$ cat config.mk
export PLATFORM = sky130hd
export DESIGN_NAME = tablero_ctrl
export DESIGN_NICKNAME = d
export VERILOG_FILES = /design/src/rtl/buscaminas_pkg.sv /design/src/rtl/lfsr16.sv /design/src/rtl/tablero_ctrl.sv
export SDC_FILE = /design/constraint.sdc
export NUM_CORES = 2
export LEC_CHECK = 0
export CORE_MARGIN = 2
export CORE_UTILIZATION = 45
export CTS_CLUSTER_DIAMETER = 30
export DETAILED_ROUTE_END_ITERATION = 8
export GPL_TIMING_DRIVEN = 0
export HOLD_SLACK_MARGIN = 0.1
export PLACE_DENSITY = 0.67
export REMOVE_ABC_BUFFERS = 1
export SLEW_MARGIN = 10
export SYNTH_ARGS = -nofsm -noshare
export SYNTH_HDL_FRONTEND = slang
export SYNTH_SLANG_ARGS = --single-unit
$ cat constraint.sdc
create_clock -name clk -period 24.7 [get_ports clk]
set_input_delay 7.41 -clock clk [delete_from_list [all_inputs] [get_ports clk]]
set_output_delay 7.41 -clock clk [all_outputs]
set_load 0.1 [all_outputs]
$ cat src/rtl/buscaminas_pkg.sv
// Shared types, cell layout and neighbour helper for the minesweeper board engine.
package buscaminas_pkg;
  localparam int          BOARD_N      = 8;
  localparam int          MINE_B       = 6;
  localparam int          FLAG_B       = 5;
  localparam int          REV_B        = 4;
  localparam int          CNT_MSB      = 3;
  localparam logic [15:0] DEFAULT_SEED = 16'hACE1;

  typedef logic [6:0] cell_t;

  typedef enum logic [2:0] {
    S_IDLE, S_CLEAR, S_PLACE, S_COUNT, S_PLAY, S_FLOOD, S_WIN, S_LOSE
  } state_t;

  // k-th neighbour (k=0..7, raster order) of cell (r,c); returns 1 when it lies on the board.
  // The offset is added in 5 bits so that leaving the board shows up in bits [4:3].
  function automatic logic nb_at(input logic [2:0] r, input logic [2:0] c, input logic [2:0] k,
                                 output logic [2:0] nr, output logic [2:0] nc);
    logic [4:0] dr, dc, tr, tc;
    case (k)
      3'd0:    begin dr = 5'h1f; dc = 5'h1f; end
      3'd1:    begin dr = 5'h1f; dc = 5'h00; end
      3'd2:    begin dr = 5'h1f; dc = 5'h01; end
      3'd3:    begin dr = 5'h00; dc = 5'h1f; end
      3'd4:    begin dr = 5'h00; dc = 5'h01; end
      3'd5:    begin dr = 5'h01; dc = 5'h1f; end
      3'd6:    begin dr = 5'h01; dc = 5'h00; end
      default: begin dr = 5'h01; dc = 5'h01; end
    endcase
    tr = {2'b00, r} + dr;
    tc = {2'b00, c} + dc;
    nr = tr[2:0];
    nc = tc[2:0];
    return (tr[4:3] == 2'b00) && (tc[4:3] == 2'b00);
  endfunction
endpackage

$ cat src/rtl/lfsr16.sv
// 16-bit Fibonacci LFSR, taps 16,14,13,11. Load wins over enable.
module lfsr16 (
  input  logic        clk,
  input  logic        rst_n,
  input  logic        load,
  input  logic        en,
  input  logic [15:0] seed,
  output logic [15:0] q
);
  logic [15:0] r_q;

  // state register: load seed or shift in the tap parity
  always_ff @(posedge clk or negedge rst_n) begin
    if (!rst_n)    r_q <= 16'h0001;
    else if (load) r_q <= seed;
    else if (en)   r_q <= {r_q[14:0], r_q[15] ^ r_q[13] ^ r_q[12] ^ r_q[10]};
  end

  assign q = r_q;
endmodule

$ cat src/rtl/tablero_ctrl.sv
// Minesweeper game-state engine: mine placement, neighbour counts, cursor,
// reveal/flag handling and multi-pass flood reveal of zero regions.
module tablero_ctrl #(
  parameter int          BOARD_N      = 8,
  parameter int          MAX_MINAS    = 10,
  parameter logic [15:0] DEFAULT_SEED = 16'hACE1
) (
  input  logic                 clk,
  input  logic                 rst_n,
  input  logic                 start,
  input  logic                 use_map,
  input  logic [63:0]          mine_map,
  input  logic [15:0]          seed,
  input  logic [5:0]           num_minas,
  input  logic                 btn_up,
  input  logic                 btn_down,
  input  logic                 btn_left,
  input  logic                 btn_right,
  input  logic                 btn_reveal,
  input  logic                 btn_flag,
  output logic [7:0][7:0][6:0] tablero,
  output logic [2:0]           i_actual,
  output logic [2:0]           j_actual,
  output logic                 enable_derrota,
  output logic                 enable_victoria,
  output logic                 busy
);
  import buscaminas_pkg::*;

  localparam int         NCELLS = BOARD_N * BOARD_N;
  localparam logic [5:0] MAXM   = 6'(MAX_MINAS);

  state_t               r_state, w_nxt;
  logic [7:0][7:0][6:0] r_board;
  logic [2:0]           r_i, r_j;
  logic                 r_derrota, r_victoria;
  logic [6:0]           r_rev, r_mines;
  logic [3:0]           r_placed, r_target;
  logic [6:0]           r_idx;      // scan index; bit6 marks the end-of-pass cycle
  logic                 r_chg;      // a flood pass revealed something
  logic                 r_use_map;
  logic [63:0]          r_map;
  logic [15:0]          r_seed;

  logic [15:0]          w_lfsr;
  logic                 w_unused_lfsr;
  cell_t                w_cur;
  logic [2:0]           w_sr, w_sc;
  logic [7:0]           w_nb_v, w_fmask;
  logic [7:0][2:0]      w_nb_r, w_nb_c;
  logic [3:0]           w_cnt, w_fcnt;
  logic                 w_flood_src, w_rev_ok, w_win_play, w_win_flood;

  lfsr16 u_lfsr (
    .clk   (clk),
    .rst_n (rst_n),
    .load  (r_state == S_CLEAR),
    .en    (r_state == S_PLACE),
    .seed  (r_seed),
    .q     (w_lfsr)
  );

  // only the low 6 bits pick a cell
  assign w_unused_lfsr = ^w_lfsr[15:6];

  assign w_sr        = r_idx[5:3];
  assign w_sc        = r_idx[2:0];
  assign w_cur       = r_board[r_i][r_j];
  assign w_rev_ok    = btn_reveal && !w_cur[REV_B] && !w_cur[FLAG_B];
  assign w_win_play  = (r_rev + 7'd1) == (7'(NCELLS) - r_mines);
  assign w_win_flood = r_rev == (7'(NCELLS) - r_mines);
  assign w_flood_src = r_board[w_sr][w_sc][REV_B] && !r_board[w_sr][w_sc][MINE_B] &&
                       (r_board[w_sr][w_sc][CNT_MSB:0] == 4'd0);

  // neighbours of the scanned cell: mine count for COUNT, reveal mask for FLOOD
  always_comb begin
    logic [2:0] tr, tc;
    tr      = '0;
    tc      = '0;
    w_nb_v  = '0;
    w_nb_r  = '0;
    w_nb_c  = '0;
    w_cnt   = '0;
    w_fmask = '0;
    w_fcnt  = '0;
    for (int k = 0; k < 8; k++) begin
      w_nb_v[k] = nb_at(w_sr, w_sc, 3'(k), tr, tc);
      w_nb_r[k] = tr;
      w_nb_c[k] = tc;
      if (w_nb_v[k] && r_board[tr][tc][MINE_B]) w_cnt = w_cnt + 4'd1;
      if (w_nb_v[k] && w_flood_src && (r_board[tr][tc][6:4] == 3'b000)) begin
        w_fmask[k] = 1'b1;
        w_fcnt     = w_fcnt + 4'd1;
      end
    end
  end

  // state register
  always_ff @(posedge clk or negedge rst_n) begin
    if (!rst_n) r_state <= S_IDLE;
    else        r_state <= w_nxt;
  end

  // next-state logic; start overrides everything
  always_comb begin
    w_nxt = r_state;
    case (r_state)
      S_CLEAR: w_nxt = r_use_map ? S_COUNT : S_PLACE;
      S_PLACE: if (r_placed == r_target) w_nxt = S_COUNT;
      S_COUNT: if (r_idx[6]) w_nxt = S_PLAY;
      S_PLAY: begin
        if (w_rev_ok) begin
          if (w_cur[MINE_B])                   w_nxt = S_LOSE;
          else if (w_cur[CNT_MSB:0] == 4'd0)   w_nxt = S_FLOOD;
          else if (w_win_play)                 w_nxt = S_WIN;
        end
      end
      S_FLOOD: if (r_idx[6] && !r_chg) w_nxt = w_win_flood ? S_WIN : S_PLAY;
      default: w_nxt = r_state;
    endcase
    if (start) w_nxt = S_CLEAR;
  end

  // board, cursor, counters and indicators
  always_ff @(posedge clk or negedge rst_n) begin
    if (!rst_n) begin
      r_board    <= '0;
      r_i        <= '0;
      r_j        <= '0;
      r_derrota  <= 1'b0;
      r_victoria <= 1'b0;
      r_rev      <= '0;
      r_mines    <= '0;
      r_placed   <= '0;
      r_target   <= 4'd1;
      r_idx      <= '0;
      r_chg      <= 1'b0;
      r_use_map  <= 1'b0;
      r_map      <= '0;
      r_seed     <= DEFAULT_SEED;
    end else if (start) begin
      r_use_map  <= use_map;
      r_map      <= mine_map;
      r_seed     <= (seed == 16'h0) ? DEFAULT_SEED : seed;
      r_target   <= (num_minas == 6'd0) ? 4'd1 :
                    (num_minas > MAXM)  ? MAXM[3:0] : num_minas[3:0];
      r_derrota  <= 1'b0;
      r_victoria <= 1'b0;
      r_rev      <= '0;
      r_i        <= '0;
      r_j        <= '0;
    end else begin
      case (r_state)
        S_CLEAR: begin
          for (int r = 0; r < 8; r++)
            for (int c = 0; c < 8; c++)
              r_board[r][c] <= {r_use_map & r_map[r*8+c], 6'b0};
          r_mines  <= r_use_map ? 7'($countones(r_map)) : {3'b000, r_target};
          r_placed <= '0;
          r_idx    <= '0;
          r_chg    <= 1'b0;
        end
        S_PLACE: begin
          if (r_placed != r_target && !r_board[w_lfsr[5:3]][w_lfsr[2:0]][MINE_B]) begin
            r_board[w_lfsr[5:3]][w_lfsr[2:0]][MINE_B] <= 1'b1;
            r_placed <= r_placed + 4'd1;
          end
        end
        S_COUNT: begin
          if (!r_idx[6]) begin
            r_board[w_sr][w_sc][CNT_MSB:0] <= w_cnt;
            r_idx <= r_idx + 7'd1;
          end
        end
        S_PLAY: begin
          if (btn_reveal) begin
            if (w_rev_ok) begin
              r_board[r_i][r_j][REV_B] <= 1'b1;
              if (w_cur[MINE_B]) r_derrota <= 1'b1;
              else begin
                r_rev <= r_rev + 7'd1;
                if (w_cur[CNT_MSB:0] == 4'd0) begin
                  r_idx <= '0;
                  r_chg <= 1'b0;
                end else if (w_win_play) r_victoria <= 1'b1;
              end
            end
          end else if (btn_flag) begin
            if (!w_cur[REV_B]) r_board[r_i][r_j][FLAG_B] <= ~w_cur[FLAG_B];
          end else if (btn_up) begin
            if (r_i != 3'd0) r_i <= r_i - 3'd1;
          end else if (btn_down) begin
            if (r_i != 3'd7) r_i <= r_i + 3'd1;
          end else if (btn_left) begin
            if (r_j != 3'd0) r_j <= r_j - 3'd1;
          end else if (btn_right) begin
            if (r_j != 3'd7) r_j <= r_j + 3'd1;
          end
        end
        S_FLOOD: begin
          if (!r_idx[6]) begin
            for (int k = 0; k < 8; k++)
              if (w_fmask[k]) r_board[w_nb_r[k]][w_nb_c[k]][REV_B] <= 1'b1;
            r_rev <= r_rev + 7'(w_fcnt);
            if (|w_fmask) r_chg <= 1'b1;
            r_idx <= r_idx + 7'd1;
          end else if (r_chg) begin
            r_idx <= '0;
            r_chg <= 1'b0;
          end else if (w_win_flood) begin
            r_victoria <= 1'b1;
          end
        end
        default: ;
      endcase
    end
  end

  assign tablero         = r_board;
  assign i_actual        = r_i;
  assign j_actual        = r_j;
  assign enable_derrota  = r_derrota;
  assign enable_victoria = r_victoria;
  assign busy            = (r_state == S_CLEAR) || (r_state == S_PLACE) ||
                           (r_state == S_COUNT) || (r_state == S_FLOOD);
endmodule

**After elaboration in Yosys (flattened, before gate mapping)**

Cells that the tools add are included.

- Muxes and demuxes: 206
- Reduce and logical (&&, ||, !) cells: 97
- Magnitude comparators: 21
- Equal/unequal tests: 42
- Bitwise operators: 79
- $add $sub $neg: 90

Operator list:

| operator | count |
|---|---|
| $mux W448 | 36 |
| $or A448 B448 Y448 | 10 |
| $pmux W448 S5 | 1 |
| $demux W56 S3 | 12 |
| $mux W56 | 17 |
| $bwmux W448 | 2 |
| $bmux W56 S3 | 5 |
| $bmux W7 S3 | 11 |
| $mux W7 | 25 |
| $demux W7 S3 | 7 |
| $mux W3 | 26 |
| $mux W4 | 18 |
| $add A1 B1 Y2 | 32 |
| $and A1 B1 Y1 | 64 |
| $add A4 B1 Y4 const B | 15 |
| $ne A3 B3 Y1 const B | 19 |
| $add A2 B2 Y3 | 16 |
| $mux W16 | 3 |
| $logic_and A1 B1 Y1 | 44 |
| $lt A3 B4 Y1 const B | 10 |
| $add A3 B3 Y4 | 8 |
| $mux W1 | 31 |
| $ge A3 B1 Y1 const B | 10 |
| $pmux W7 S4 | 1 |
| other kinds (51) | 112 |

- Word-level logic and storage cells: 615
- Flip-flop bits (word level): 586
- Output and inout bits: 457

**Logic depth before layout (Yosys ltp)**

- Depth after elaboration: 48
- Mapped depth: 45
- Gate-level depth less buffers: 37

**By module**

A second synthesis with hierarchy kept.

- Cell total of the unflattened synthesis: 4610
- Area, all modules: 40595.2 µm²

Modules (own cells, without submodules):

| module | sequential area each (µm²) | area an instance (µm²) | instances | cells an instance |
|---|---|---|---|---|
| tablero_ctrl | 14274.9 | 39803.2 | 1 | 4537 |
| lfsr16 | 401.6 | 792.0 | 1 | 73 |

**Worst setup path after synthesis**

Ideal clock, no wire load.

- Path type: input -> register
- Start: in btn_reveal
- End: reg r_board, in the netlist tablero[51]
- Required time: 24.616 ns
- Buffers on the path: 4
- Library setup time: 0.084 ns
- Arrival: 9.922 ns
- Stages on the path: 12
- Setup slack: 14.695 ns
- Cell sequence: clkbuf_1 nand2b_1 clkbuf_1 a21oi_1 nor2_1 nor4b_2 nand2_1 clkbuf_1 nor3_2 clkbuf_1 a22oi_1 o21ai_0

- Longest elaborated chain between the ends: 4
- Elaborated cells between the ends (all ways): 8

Ends and longest elaborated chain:

| element | RTL line | text |
|---|---|---|
| from (decl) | tablero_ctrl.sv:19 | `input logic btn_reveal,` |
| $logic_and A1 B1 Y1 (2 in a row) | tablero_ctrl.sv:69 | `assign w_rev_ok = btn_reveal && !w_cur[REV_B] && !w_cur[FLAG_B];` |
| $ne A3 B3 Y1 (no source line) | - |  |
| $reduce_and A8 Y1 (no source line) | - |  |
| to (signal, indexed assignment) | tablero_ctrl.sv:157 | `r_board[r][c] <= {r_use_map & r_map[r*8+c], 6'b0};` |
| to (signal, indexed assignment) | tablero_ctrl.sv:171 | `r_board[w_sr][w_sc][CNT_MSB:0] <= w_cnt;` |
| to (signal, indexed assignment) | tablero_ctrl.sv:189 | `if (!w_cur[REV_B]) r_board[r_i][r_j][FLAG_B] <= ~w_cur[FLAG_B];` |
| to (decl) | tablero_ctrl.sv:34 | `logic [7:0][7:0][6:0] r_board;` |

Several ways; a longest one is shown, not always the timed one.
A chain may end at the register's enable or synchronous reset.

**Worst setup path after layout**

- Start: reg r_idx[3]
- End: reg r_rev[6]

- Longest elaborated chain between the ends: 28
- Elaborated cells between the ends (all ways): 79

Ends and longest elaborated chain:

| element | RTL line | text |
|---|---|---|
| from (decl) | tablero_ctrl.sv:39 | `logic [6:0] r_idx;` |
| from (signal assigned) | tablero_ctrl.sv:172 | `r_idx <= r_idx + 7'd1;` |
| from (signal assigned) | tablero_ctrl.sv:206 | `r_idx <= r_idx + 7'd1;` |
| parallel branches: the longest is 23 deep, another holds $add A4 B1 Y5 | - |  |
| $mux W4 (*) | tablero_ctrl.sv:91 | `if (w_nb_v[k] && w_flood_src && (r_board[tr][tc][6:4] == 3'b000)) begin` |
| $add A7 B4 Y7 (*) | tablero_ctrl.sv:204 | `r_rev <= r_rev + 7'(w_fcnt);` |
| $mux W7 (*) | tablero_ctrl.sv:201 | `if (!r_idx[6]) begin` |
| $pmux W7 S2 (*) | tablero_ctrl.sv:153 | `case (r_state)` |
| $mux W7 (*) | tablero_ctrl.sv:141 | `end else if (start) begin` |
| to (signal assigned) | tablero_ctrl.sv:181 | `r_rev <= r_rev + 7'd1;` |
| to (signal assigned) | tablero_ctrl.sv:204 |  |
| to (decl) | tablero_ctrl.sv:37 | `logic [6:0] r_rev, r_mines;` |

Every way passes the cells marked *. The select of a mux whose other input is x is not followed.

==> impl_metrics.py <==
metrics = {
    "placed_design": {
        "placed_cell_area_um2": 49400,
        "io_buffers": 552,
        "gp_congestion": 1.04,
        "post-dp-hpwl_um": 161000,
    },
    "logic_synthesis": {
        "ys.flop_type": "dfrtp_1",
        "yosysWarnings": 0,
        "async_reset_ff_frac": 1.00,
        "synth_top_area_frac": 0.346,
        "synthMostInstantiatedCell": "nand2_1",
        "seq_area_frac_synth": 0.352,
        "netlist_top_cells_count": "634 x nand2_1, 595 x o21ai_0, 576 x dfrtp_1",
        "synth_area_leaders": "dfrtp_1 35%, o21ai_0 7.1%, nand2_1 5.7%",
        "synth_top_cell_by_area": "dfrtp_1",
        "synth_cells": 4867,
        "ys_seq_elements": 586,
        "synth-edff-count": 0,
        "syn_area_um2": 41700,
        "yosysUniqueCellTypes": 95,
        "synth.avg_cell_area_um2": 8.57,
    },
    "sta": {
        "clock_skew_ns": 0.0350,
        "hold_ws_ns": 0.477,
        "post-route-min-period_ns": 12.22,
        "drv_slew": 0,
        "slew_headroom": 0.00778,
        "fmax_ghz": 0.0819,
        "setup_viol": 0,
        "rsz0062_at_grt": "false",
        "layout_worst_path_cycle_share": 0.495,
        "hold_viol_final": 0,
        "worst_slew_pin_slew_ns": 1.49,
        "setup_tns_ns": 0,
    },
    "global_routing": {
        "grt_usage": 0.473,
        "grt_max_degree": 99,
        "grt_pass1_wl_um": 325000,
        "grt_pass1_vias": 44500,
        "grt_antenna_before_repair": 20,
        "grt_overflow": 0,
    },
    "power_and_ir_drop": {
        "clkPwrFrac": 0.311,
        "p_seq_frac": 0.186,
        "power_switching_w": 0.00309,
        "irDropWorstVdd_mv": 0.474,
        "combPwrFrac": 0.502,
        "power_density_nw_per_um2": 122,
        "leakage_nw": 21.1,
        "power.total_w": 0.00667,
        "cell_internal_pwr_w": 0.00359,
        "swShare": 0.462,
    },
    "finish": {
        "fillers": 7774,
        "stdcell_area_um2": 54800,
        "drive_gt1_frac": 0.131,
        "area_delta_synth_final_pct": 31.3,
        "num-nets-final": 5469,
    },
    "clock_network": {
        "cts_resized": 0,
        "post_cts_buffers": 0,
        "cts_buffer_depth": 3,
        "path_clk_slew_ns": 0.04,
        "cts_buffers": 152,
        "clock_latency_ns": 0.77,
        "root_buffer": "clkbuf_16",
        "cts_tree": "built",
        "ctsHtreeMaxLevel": 4,
        "cts_sinks": 586,
        "cts-hold-fix-buffers": 0,
    },
    "floorplanning": {
        "core_um2": 91800,
        "die_height_um": 308,
        "rows": 111,
        "initial_utilization": 0.454,
        "die_w_um": 308,
        "die_area_um2": 95200,
        "boundaryPins": 553,
    },
    "worst_setup_path": {
        "required_ns": 25.37,
        "slowest_delay_ns": 1.01,
        "cp.arrival_ns": 12.88,
        "start_kind": "register",
        "cp_slowest_cell": "a2111oi_0",
        "critical_path_class": "register to register",
        "critPathMaxFanout": 67,
        "cp_common_cell": "a21oi_1",
        "end_kind": "register",
    },
    "route": {
        "drc": 1,
        "wirelength_um": 230000,
        "drtAntennaViolNets": 0,
        "drt_iter0_markers": 7423,
        "routed_via_density": 7.10,
        "dr.pass1.iters": 9,
        "wl_per_cell_um": 34.6,
        "num_vias": 47200,
    },
    "job": {
        "max_cap_violations": 0,
    },
    "outcome": {
        "status": "finished, violations left",
        "violations": "design-rule violations",
    },
    "hold_path": {
        "hold_class": "register to register",
    },
}
==> registers in the layout (all words and copies together), names as in the netlist <==
signal / count
enable_derrota: 1
enable_victoria: 1
i_actual: 3
j_actual: 3
r_chg: 1
r_idx: 7
r_map: 64
r_mines: 7
r_placed: 4
r_rev: 7
r_seed: 16
r_state: 3
r_target: 4
r_use_map: 1
tablero: 448
u_lfsr.q: 16
==> cells in the final DEF (no fill, tap or decap), drive strengths merged, types with 22 or more instances in the layout <==
cell type,instances
clkinv,39
o221ai,23
clkbuf,185
ha,46
a211oi,36
nor4,38
buf,114
a22oi,96
a22o,99
a32o,64
o31ai,41
a221oi,52
o211ai,22
and2,30
o22ai,76
mux2,102
fa,57
dfrtp,576
nand3,62
nand2b,23
xnor2,43
nor2,346
nand2,635
clkdlybuf4s50,550
a21o,28
clkinvlp,24
mux4,89
a21oi,402
bufinv,23
o21ai,609
or3,26
xor2,25
a32oi,42
inv,132
nor2b,87
nor3,112
mux2i,110
==> power by group through the flow <==
stage	Combinational [W]	Sequential (W)	Clock, W
after global placement	0.00309	0.00125	0
after CTS	0.00327	0.00123	0.00207
final	0.00335	0.00124	0.00208
after detailed placement	0.00325	0.00125	0
after floorplan	0.00180	0.00148	0
after global routing	0.00355	0.00125	0.00212
==> metal layers <==
| layer | global-route usage | vias to the layer above | wire [um] |
|---|---|---|---|
| li1 | - | 19000 | - |
| met1 | 0.579 | 22800 | 80200 |
| met2 | 0.675 | 4201 | 95100 |
| met3 | 0.176 | 1207 | 32000 |
| met4 | 0.363 | 16 | 22200 |
| met5 | 0 | - | 104 |
==> kinds of logic after synthesis <==
group | count (synthesis) | share of synthesized area
adders and majority gates | 104 | 0.0414
muxes | 301 | 0.102
and+or+nand+nor | 1496 | 0.165
buffers and inverters | 543 | 0.0536
DFF | 586 | 0.352
xor gates and xnor gates | 71 | 0.0163
AOI/OAI and AO/OA | 1766 | 0.270
==> worst max-delay path, delay by kind of cell, from the launching register on <==
family / cells / cell delay (ns)
adders and majority gates: 4 / 1.53
buffers and inverters: 6 / 2.40
xor gates and xnor gates: 3 / 0.65
muxes: 4 / 1.44
DFF: 1 / 0.62
and+or+nand+nor: 8 / 2.78
AOI/OAI and AO/OA: 10 / 2.59
==> cell type report <==
| type | count | area [um2] | share of cell area |
|---|---|---|---|
| Antenna cell | 12 | 30.0 | 0.000548 |
| Clock buffer | 185 | 4120 | 0.0752 |
| Clock inverter | 90 | 1210 | 0.0220 |
| Inverter | 128 | 484 | 0.00884 |
| Multi-Input combinational cell | 3738 | 25200 | 0.459 |
| Sequential cell | 586 | 14700 | 0.268 |
| Tap cell | 1243 | 1560 | 0.0284 |
| Timing Repair Buffer | 664 | 7520 | 0.137 |
==> final timing paths <==
kind | from | end | slack, ns | depth (start not counted)
min | u_lfsr.q[11] | u_lfsr.q[11] | 0.48 | 2
max reg2reg | r_idx[3] | r_rev[6] | 12.49 | 35
min reg2reg | u_lfsr.q[11] | u_lfsr.q[11] | 0.48 | 2
max in group asynchronous | rst_n | r_seed[15] | 16.09 | 4
min in group asynchronous | rst_n | tablero[309] | 6.67 | 1
max | r_idx[3] | r_rev[6] | 12.49 | 35
==> stage by stage <==
stage | util | instances | setup WS (ns)
global placement | 0.512 | 6247 | -11.22
global route | 0.596 | 6634 | 12.40
finish | 0.597 | 6646 | 12.49
CTS | 0.596 | 6634 | 12.92
floorplan | - | 4452 | 8.31
detailed placement | 0.538 | 6359 | 12.77
No activity file was read; power rests on OpenSTA's default activity.
